### config.mk
export PLATFORM = sky130hd
export DESIGN_NAME = wb_ctrl_scheduler
export DESIGN_NICKNAME = d
export VERILOG_FILES = /design/src/rtl/wb_ctrl_pkg.sv /design/src/rtl/wb_ctrl_scheduler.sv
export SDC_FILE = /design/constraint.sdc
export NUM_CORES = 1
export LEC_CHECK = 0
export CAP_MARGIN = 30
export CORE_MARGIN = 10
export CORE_UTILIZATION = 47
export DETAILED_ROUTE_END_ITERATION = 12
export GPL_TIMING_DRIVEN = 1
export PLACE_DENSITY = 0.74
export RECOVER_POWER = 25
export SLEW_MARGIN = 10
export SYNTH_ARGS = -nofsm -noshare
export SYNTH_HDL_FRONTEND = slang
export SYNTH_SLANG_ARGS = --single-unit
### constraint.sdc
create_clock -name clk_i -period 2.16 [get_ports clk_i]
set_clock_uncertainty 0.2 [all_clocks]
set_input_delay 0.432 -clock clk_i [delete_from_list [all_inputs] [get_ports clk_i]]
set_output_delay 0.432 -clock clk_i [all_outputs]
set_load 0.02 [all_outputs]
### src/rtl/wb_ctrl_pkg.sv
// Shared constants, FSM state type and fixed-point helpers for the white-balance
// control scheduler.
package wb_ctrl_pkg;

  localparam logic [1:0] AUTO_GW     = 2'd0;
  localparam logic [1:0] AUTO_R      = 2'd1;
  localparam logic [1:0] MANUAL      = 2'd2;
  localparam logic [1:0] CALIBRATION = 2'd3;

  localparam logic [1:0] MANUAL_RED   = 2'd0;
  localparam logic [1:0] MANUAL_GREEN = 2'd1;
  localparam logic [1:0] MANUAL_BLUE  = 2'd2;

  localparam logic [2:0] ADDR_MODE   = 3'd0;
  localparam logic [2:0] ADDR_R      = 3'd1;
  localparam logic [2:0] ADDR_G      = 3'd2;
  localparam logic [2:0] ADDR_B      = 3'd3;
  localparam logic [2:0] ADDR_CAL    = 3'd4;
  localparam logic [2:0] ADDR_STATUS = 3'd5;

  typedef enum logic [1:0] {StIdle, StCommit, StReadWait, StReadRsp} state_t;

  function automatic longint unsigned fixed_one(int unsigned fract);
    return longint'(1) << fract;
  endfunction

  // Value given in units of 1e-4, rounded to nearest at the requested fraction.
  function automatic longint unsigned fixed_scale(int unsigned val_e4, int unsigned fract);
    return ((longint'(val_e4) << fract) + 64'd5000) / 64'd10000;
  endfunction

endpackage

### src/rtl/wb_ctrl_scheduler.sv
// CSR front-end for the white-balance corrector: shadows coefficient/mode writes,
// commits them at frame start, aligns calibration strobes and arbitrates readback.
module wb_ctrl_scheduler
  import wb_ctrl_pkg::*;
#(
  parameter int unsigned COEF_WIDTH   = 20,
  parameter int unsigned FRACT_WIDTH  = 10,
  parameter bit          APPLY_ON_SOF = 1'b1,
  parameter int unsigned READ_LAT     = 2
) (
  input  logic                  clk_i,
  input  logic                  rst_n_i,
  input  logic                  sof_i,
  input  logic                  csr_valid_i,
  input  logic                  csr_we_i,
  input  logic [2:0]            csr_addr_i,
  input  logic [COEF_WIDTH-1:0] csr_wdata_i,
  output logic                  csr_ready_o,
  output logic                  csr_rvalid_o,
  output logic [COEF_WIDTH-1:0] csr_rdata_o,
  output logic [1:0]            mode_o,
  output logic [1:0]            man_sel_o,
  output logic [COEF_WIDTH-1:0] man_coef_o,
  output logic                  man_lock_o,
  output logic                  cal_stb_o,
  input  logic [COEF_WIDTH-1:0] cur_coef_i
);

  localparam logic [COEF_WIDTH-1:0] FixedOne = COEF_WIDTH'(fixed_one(FRACT_WIDTH));
  localparam logic [COEF_WIDTH-1:0] RInit    = COEF_WIDTH'(fixed_scale(24433, FRACT_WIDTH));
  localparam logic [COEF_WIDTH-1:0] BInit    = COEF_WIDTH'(fixed_scale(14082, FRACT_WIDTH));
  localparam int unsigned CntW = (READ_LAT > 1) ? $clog2(READ_LAT + 1) : 1;

  state_t                state_q, state_d;
  logic [1:0]            mode_sh_q, mode_sh_d;
  logic [COEF_WIDTH-1:0] coef_sh_q [3];
  logic [COEF_WIDTH-1:0] coef_sh_d [3];
  logic [3:0]            dirty_q, dirty_d;
  logic                  cal_pend_q, cal_pend_d;
  logic [CntW-1:0]       cnt_q, cnt_d;
  logic [1:0]            mode_q, mode_d;
  logic [1:0]            man_sel_q, man_sel_d;
  logic [COEF_WIDTH-1:0] man_coef_q, man_coef_d;
  logic                  man_lock_q, man_lock_d;
  logic                  cal_stb_q, cal_stb_d;
  logic [COEF_WIDTH-1:0] rdata_q, rdata_d;

  logic idle, commit_go, accept, cal_set, picked;

  assign idle      = (state_q == StIdle);
  assign commit_go = idle && (dirty_q != 4'b0) && (sof_i || !APPLY_ON_SOF);
  // Dropping ready while a commit starts keeps a same-cycle request from being lost.
  assign csr_ready_o = rst_n_i && idle && !commit_go;
  assign accept      = csr_valid_i && csr_ready_o;

  assign csr_rvalid_o = (state_q == StReadRsp);
  assign csr_rdata_o  = rdata_q;
  assign mode_o       = mode_q;
  assign man_sel_o    = man_sel_q;
  assign man_coef_o   = man_coef_q;
  assign man_lock_o   = man_lock_q;
  assign cal_stb_o    = cal_stb_q;

  always_comb begin
    state_d    = state_q;
    mode_sh_d  = mode_sh_q;
    coef_sh_d  = coef_sh_q;
    dirty_d    = dirty_q;
    cal_pend_d = cal_pend_q;
    cnt_d      = cnt_q;
    mode_d     = mode_q;
    man_sel_d  = man_sel_q;
    man_coef_d = man_coef_q;
    man_lock_d = 1'b0;
    cal_stb_d  = 1'b0;
    rdata_d    = rdata_q;
    cal_set    = 1'b0;
    picked     = 1'b0;

    unique case (state_q)
      StIdle: begin
        if (commit_go) begin
          state_d = StCommit;
        end else if (accept && csr_we_i) begin
          if (csr_addr_i == ADDR_MODE) begin
            mode_sh_d  = csr_wdata_i[1:0];
            dirty_d[0] = 1'b1;
          end
          for (int unsigned i = 0; i < 3; i++) begin
            if (csr_addr_i == 3'(i + 1)) begin
              coef_sh_d[i]   = csr_wdata_i;
              dirty_d[i + 1] = 1'b1;
            end
          end
          cal_set = (csr_addr_i == ADDR_CAL);
        end else if (accept) begin
          if (csr_addr_i inside {ADDR_R, ADDR_G, ADDR_B}) begin
            man_sel_d = csr_addr_i[1:0] - 2'd1;
            cnt_d     = CntW'(READ_LAT);
            state_d   = StReadWait;
          end else begin
            unique case (csr_addr_i)
              ADDR_MODE:   rdata_d = COEF_WIDTH'(mode_q);
              ADDR_STATUS: rdata_d = COEF_WIDTH'({!idle, cal_pend_q, dirty_q});
              default:     rdata_d = '0;
            endcase
            state_d = StReadRsp;
          end
        end
      end
      StCommit: begin
        // One dirty item per cycle, MODE first, then R, G, B.
        if (dirty_q[0]) begin
          mode_d     = mode_sh_q;
          dirty_d[0] = 1'b0;
        end else begin
          for (int unsigned i = 0; i < 3; i++) begin
            if (!picked && dirty_q[i + 1]) begin
              picked         = 1'b1;
              man_sel_d      = 2'(i);
              man_coef_d     = coef_sh_q[i];
              man_lock_d     = 1'b1;
              dirty_d[i + 1] = 1'b0;
            end
          end
        end
        if (dirty_d == 4'b0) state_d = StIdle;
      end
      StReadWait: begin
        cnt_d = cnt_q - CntW'(1);
        if (cnt_q <= CntW'(1)) begin
          rdata_d = cur_coef_i;
          state_d = StReadRsp;
        end
      end
      StReadRsp: state_d = StIdle;
      default:   state_d = StIdle;
    endcase

    if (sof_i && cal_pend_q && (mode_q == CALIBRATION) && (state_q != StCommit)) begin
      cal_stb_d  = 1'b1;
      cal_pend_d = 1'b0;
    end
    if (cal_set) cal_pend_d = 1'b1;
  end

  always_ff @(posedge clk_i) begin
    if (!rst_n_i) begin
      state_q      <= StIdle;
      mode_sh_q    <= AUTO_GW;
      coef_sh_q[0] <= RInit;
      coef_sh_q[1] <= FixedOne;
      coef_sh_q[2] <= BInit;
      dirty_q      <= 4'b0;
      cal_pend_q   <= 1'b0;
      cnt_q        <= '0;
      mode_q       <= AUTO_GW;
      man_sel_q    <= MANUAL_RED;
      man_coef_q   <= '0;
      man_lock_q   <= 1'b0;
      cal_stb_q    <= 1'b0;
      rdata_q      <= '0;
    end else begin
      state_q    <= state_d;
      mode_sh_q  <= mode_sh_d;
      coef_sh_q  <= coef_sh_d;
      dirty_q    <= dirty_d;
      cal_pend_q <= cal_pend_d;
      cnt_q      <= cnt_d;
      mode_q     <= mode_d;
      man_sel_q  <= man_sel_d;
      man_coef_q <= man_coef_d;
      man_lock_q <= man_lock_d;
      cal_stb_q  <= cal_stb_d;
      rdata_q    <= rdata_d;
    end
  end

endmodule

## After elaboration in Yosys (flattened, before gate mapping)

Index checks and enable logic that the tools add are counted.

- Add/sub/neg operators: 2
- Reduce and logical (&&, ||, !) cells: 39
- Equality and inequality tests: 26
- Order comparisons: 1
- Multiplexer cells: 57
- Bitwise logic cells: 4

Operators with widths:

| kind | count |
|---|---|
| 2-to-1 mux 20 bit | 8 |
| one-hot mux 20 bit (2 select lines) | 1 |
| AND reduction 4 bit | 9 |
| 2-to-1 mux 2 bit | 17 |
| 2-to-1 mux 1 bit | 22 |
| != test 2 x 1 -> 1 bit (second input constant) | 8 |
| != test 2 bit (second input constant) | 6 |
| one-hot mux 6 bit (2 select lines) | 1 |
| logical AND 1 bit | 11 |
| 2-to-1 mux 4 bit | 2 |
| one-hot mux 2 bit (2 select lines) | 2 |
| one-hot mux 2 bit (4 select lines) | 1 |
| one-hot mux 4 bit (2 select lines) | 1 |
| AND reduction 7 bit | 1 |
| == test 2 bit (second input constant) | 3 |
| == test 3 x 2 -> 1 bit (second input constant) | 2 |
| == test 3 bit (second input constant) | 2 |
| 2-to-1 mux 3 bit | 2 |
| AND reduction 6 bit | 1 |
| nonzero test 2 bit | 3 |
| nonzero test 3 bit | 2 |
| AND reduction 5 bit | 1 |
| logical NOT 1 bit | 4 |
| logical NOT 4 bit | 1 |
| 14 further kinds | 18 |

- Register bits after elaboration: 117
- Input port bits: 48
- Logic and storage cells: 146

## Longest topological paths before layout

- Depth in word-level cells: 16
- Depth in mapped cells: 8
- Gate-level depth less buffers: 6

## Least setup slack after synthesis

Ideal clock, no wire load.

- Kind: in2reg
- From: input port csr_addr_i[1]
- To: register coef_sh_q[41] (netlist bit)
- Arrival: 1982 ps
- Stages: 8
- Required time: 1831 ps
- Library setup time: 129 ps
- Path slack: -152 ps
- Cell sequence: inv_1 -> ha_1 -> clkbuf_1 -> or3b_2 -> nor4_4 -> buf_6 -> mux2i_1 -> nand2_1

- Cells in the longest elaborated chain, start to end: 2

Ends and longest elaborated chain:

| item | RTL line | text |
|---|---|---|
| start, declared | wb_ctrl_scheduler.sv:16 | `input logic [2:0] csr_addr_i,` |
| == test 3 x 1 -> 1 bit | wb_ctrl_scheduler.sv:90 | `if (csr_addr_i == 3'(i + 1)) begin` |
| AND reduction 4 bit (no line) | -- |  |
| end signal, assigned | wb_ctrl_scheduler.sv:166 | `coef_sh_q <= coef_sh_d;` |
| end, declared | wb_ctrl_scheduler.sv:36 | `logic [COEF_WIDTH-1:0] coef_sh_q [3];` |

Every way passes these cells.
A chain may end at the register's enable or synchronous reset.

## Worst setup path in the final report

- From: register dirty_q[0]
- To: output port csr_ready_o

- Cells in the longest elaborated chain, start to end: 5

Ends and longest elaborated chain:

| item | RTL line | text |
|---|---|---|
| start, declared | wb_ctrl_scheduler.sv:38 | `logic [3:0] dirty_q, dirty_d;` |
| start signal, assigned | wb_ctrl_scheduler.sv:167 | `dirty_q <= dirty_d;` |
| nonzero test 4 bit | wb_ctrl_scheduler.sv:51 | `assign commit_go = idle && (dirty_q != 4'b0) && (sof_i \|\| !APPLY_ON_SOF);` |
| logical AND 1 bit (2 in series) | wb_ctrl_scheduler.sv:51 |  |
| logical NOT 1 bit | wb_ctrl_scheduler.sv:53 | `assign csr_ready_o = rst_n_i && idle && !commit_go;` |
| logical AND 1 bit | wb_ctrl_scheduler.sv:53 |  |
| end, declared | wb_ctrl_scheduler.sv:18 | `output logic csr_ready_o,` |

Every way passes these cells.

==> results.sh <==
export IMPL_synth_fa_ha_area_share_pct=1.42
export IMPL_p_per_area_nw_per_um2=707
export IMPL_post_route_min_period_ns=2.33
export IMPL_grt_setup_unrepaired="true"
export IMPL_max_cap_viol_count=0
export IMPL_grt_pass1_vias=4489
export IMPL_ys_warn_count=0
export IMPL_drtAntennaViolNets=0
export IMPL_synth_edf_count=0
export IMPL_postCtsHoldBufs=0
export IMPL_status="finished, violations left"
export IMPL_synth_ff_type="dfxtp_1"
export IMPL_syn_inst=575
export IMPL_num_antenna_cells=0
export IMPL_synth_fp_nets=628
export IMPL_grt_overflow_total=0
export IMPL_crit_family="compound AO/OA/AOI/OAI gates"
export IMPL_finalSetupViolCount=76
export IMPL_synthDistinctLibCells=51
export IMPL_wl_per_cell_um=17.4
export IMPL_antenna_found_initial=0
export IMPL_portBuffers=95
export IMPL_avgSynthCellArea_um2=8.89
export IMPL_cp_max_fo=2
export IMPL_synthXorXnorAreaFrac_pct=0
export IMPL_timing_rr_start="dirty_q[0]"
export IMPL_cts_htree_levels=4
export IMPL_ys_async_sr_fraction_pct=0
export IMPL_ios=96
export IMPL_clock_fmax_mhz=428
export IMPL_vias_per_cell=5.54
export IMPL_reg2regPathDepth=8
export IMPL_tightestPinTransition_ns=1.02
export IMPL_hold_path_class="register to register"
export IMPL_power_mw=5.04
export IMPL_holdPathStages=2
export IMPL_finalCritPeriodShare_pct=108
export IMPL_die_x_um=124
export IMPL_violations="negative setup slack"
export IMPL_core_area_um2=10700
export IMPL_dr_pass1_iters=6
export IMPL_cp_data_arrival_time_ns=1.70
export IMPL_synth_compound_area_share_pct=11.8
export IMPL_start_util_pct=47.6
export IMPL_slew_headroom_pct=32.0
export IMPL_yosysMostFrequentCell="dfxtp_1"
export IMPL_finalNonFillerCells=845
export IMPL_ff2ff_setup_slack_ns=-0.14
export IMPL_drt_total_wl_mm=14.7
export IMPL_num_rows=38
export IMPL_dp_cells=801
export IMPL_place_ws_ns=-0.697
export IMPL_setup_ws_ns=-0.174
export IMPL_muxShareOfSynthArea_pct=15.5
export IMPL_met1_usage_pct=20.8
export IMPL_cts_buffers=17
export IMPL_grt_use_total_pct=17.5
export IMPL_syn_area_um2=5110
export IMPL_vias=4679
export IMPL_whs_ns=0.251
export IMPL_die_h_um=124
export IMPL_cts_reportedPaths_clkPinSlew_ns=0.05
export IMPL_synth_top_area_share_pct=45.8
export IMPL_die_area_um2=15500
export IMPL_ys_ff_latch=117
export IMPL_grt_start_max_net_pins=89
export IMPL_cp_slowest_cell="o41a_1"
export IMPL_dp_hpwl_mm=9.14
export IMPL_yosys_area_share_simple_pct=20.1
export IMPL_clk_root_buffer_cell="clkbuf_8"
export IMPL_clkLatencyLatePin_ns=0.52
export IMPL_clk_path_buf_depth=2
export IMPL_fin_util_pct=66.3
export IMPL_drt_initial_drc_count=411
export IMPL_min_from="coef_sh_q[0]"
export IMPL_worstPathRequired_ns=1.53
export IMPL_leakagePower_nw=2.70
export IMPL_place_gp_congestion=0.860
export IMPL_critPathKind="register to primary output"
export IMPL_min_to="coef_sh_q[0]"
export IMPL_slew_violations=0
export IMPL_peakVddDrop_mv=0.475
export IMPL_seq_area_frac_synth_pct=45.8
export IMPL_synth_top_cell_by_area="dfxtp_1"
export IMPL_grtUsageMet2_pct=29.5
export IMPL_synth_area_top_cells="dfxtp_1, mux2i_1, nand2_1, nor2_1, a21oi_1"
export IMPL_crit_chain="o41a_1 -> nor4_2 -> buf_4"
export IMPL_nFillCells=867
export IMPL_end_kind="primary output"
export IMPL_grt_pass1_wl_mm=22.6
export IMPL_drc=0
export IMPL_syn_to_final_growth_pct=39.4
export IMPL_drive_above_1_share_pct=15.7
export IMPL_startpoint_type="register"
export IMPL_nNetsFinal=748
export IMPL_max_stage_delay_ns=0.45
export IMPL_cts_tree="done"
export IMPL_grt_busiest_layer="met2"
export IMPL_use_met3_pct=4.81
export IMPL_synth_common_cells="dfxtp_1, nand2_1, mux2i_1, nor2_1, a21oi_1"
export IMPL_finalHoldViolCount=0
export IMPL_tritoncts_num_sinks=117
export IMPL_synth_top_family_by_area="simple AND/OR/NAND/NOR gates"
export IMPL_critPathBufInv=1
export IMPL_r2r_end="coef_sh_q[50]"
==> placed cells by master (no fill, tap or decap), drive strengths merged, types with 5 or more instances in the layout <==
cell / Yosys / final
a211o: 20 / 20
a21oi: 43 / 43
buf: 17 / 48
clkbuf: 31 / 29
clkdlybuf4s50: 0 / 86
dfxtp: 117 / 117
dlygate4sd2: 0 / 5
ha: 5 / 5
inv: 7 / 7
mux2i: 79 / 79
nand2: 107 / 107
nand3: 14 / 14
nor2: 68 / 68
nor3: 9 / 9
nor4: 5 / 5
o21ai: 5 / 5
or3b: 5 / 5
or4: 2 / 5
==> metrics by stage <==
step	setup TNS, ns	instance area (µm²)
floorplan	-0.470	5160
global placement	-48.52	6360
detailed placement	-52.59	6360
CTS	-0.170	6910
global route	-11.62	7130
finish	-4.97	7130
==> state kept, by name, summed over array words and instances (netlist names) <==
signal,cells
coef_sh_q,60
csr_rdata_o,20
man_coef_o,20
dirty_q,4
cnt_q,2
man_sel_o,2
mode_o,2
mode_sh_q,2
state_q,2
cal_pend_q,1
cal_stb_o,1
man_lock_o,1
==> what timing repair did <==
| action | CTS | global route |
|---|---|---|
| resized for setup | 20 | 37 |
| buffers inserted | 1 | 6 |
| gates cloned | 1 | 7 |
| pin swaps | 3 | 7 |
| setup endpoints to repair | 81 | 62 |
==> kinds of logic (layout without fill, tap and decap cells) <==
family,after synthesis,in the layout
AND/OR/NAND/NOR,228,231
flip-flops,117,117
AO/OA/AOI/OAI,90,90
multiplexers,79,79
buffers and inverters,55,182
adder cells (fa/ha/maj),6,6
==> per-layer routing <==
layer,share of wire (%),up-vias
met2,48,166
met4,2.4,0
met5,0,-
met1,44,2245
met3,6.3,34
li1,-,2234
==> worst max-delay path by stage <==
stage          depth (start not counted)           from             to
2_1_floorplan                          8  csr_addr_i[1]  coef_sh_q[41]
3_3_place_gp                           6  csr_addr_i[0]  coef_sh_q[14]
3_5_place_dp                           9  csr_addr_i[1]  coef_sh_q[55]
4_1_cts                                3     dirty_q[0]    csr_ready_o
5_1_grt                                9        rst_n_i  coef_sh_q[38]
6_report                               3     dirty_q[0]    csr_ready_o
==> report_power, final <==
| part | switching [mW] | leakage (nW) | internal (mW) | total (mW) |
|---|---|---|---|---|
| Clock | 0.914 | 0.246 | 1.47 | 2.38 |
| Combinational | 0.231 | 1.50 | 0.218 | 0.449 |
| Sequential | 0.0196 | 0.945 | 2.19 | 2.21 |
==> tightest hold or removal path: stages, from the launching register on <==
cell and delay, ns:
dfxtp_1 0.30, nand2_1 0.05, a21oi_1 0.05
==> area by class of cell <==
cell class	count	area (µm²)	area share (%)
Multi-Input combinational cell	406	2630	36.9
Inverter	7	38.8	0.544
Clock buffer	24	470	6.60
Clock inverter	5	27.5	0.386
Tap cell	140	175	2.46
Sequential cell	117	2350	32.9
Timing Repair Buffer	146	1440	20.2
Note: power is estimated with default switching activity, not from simulation.
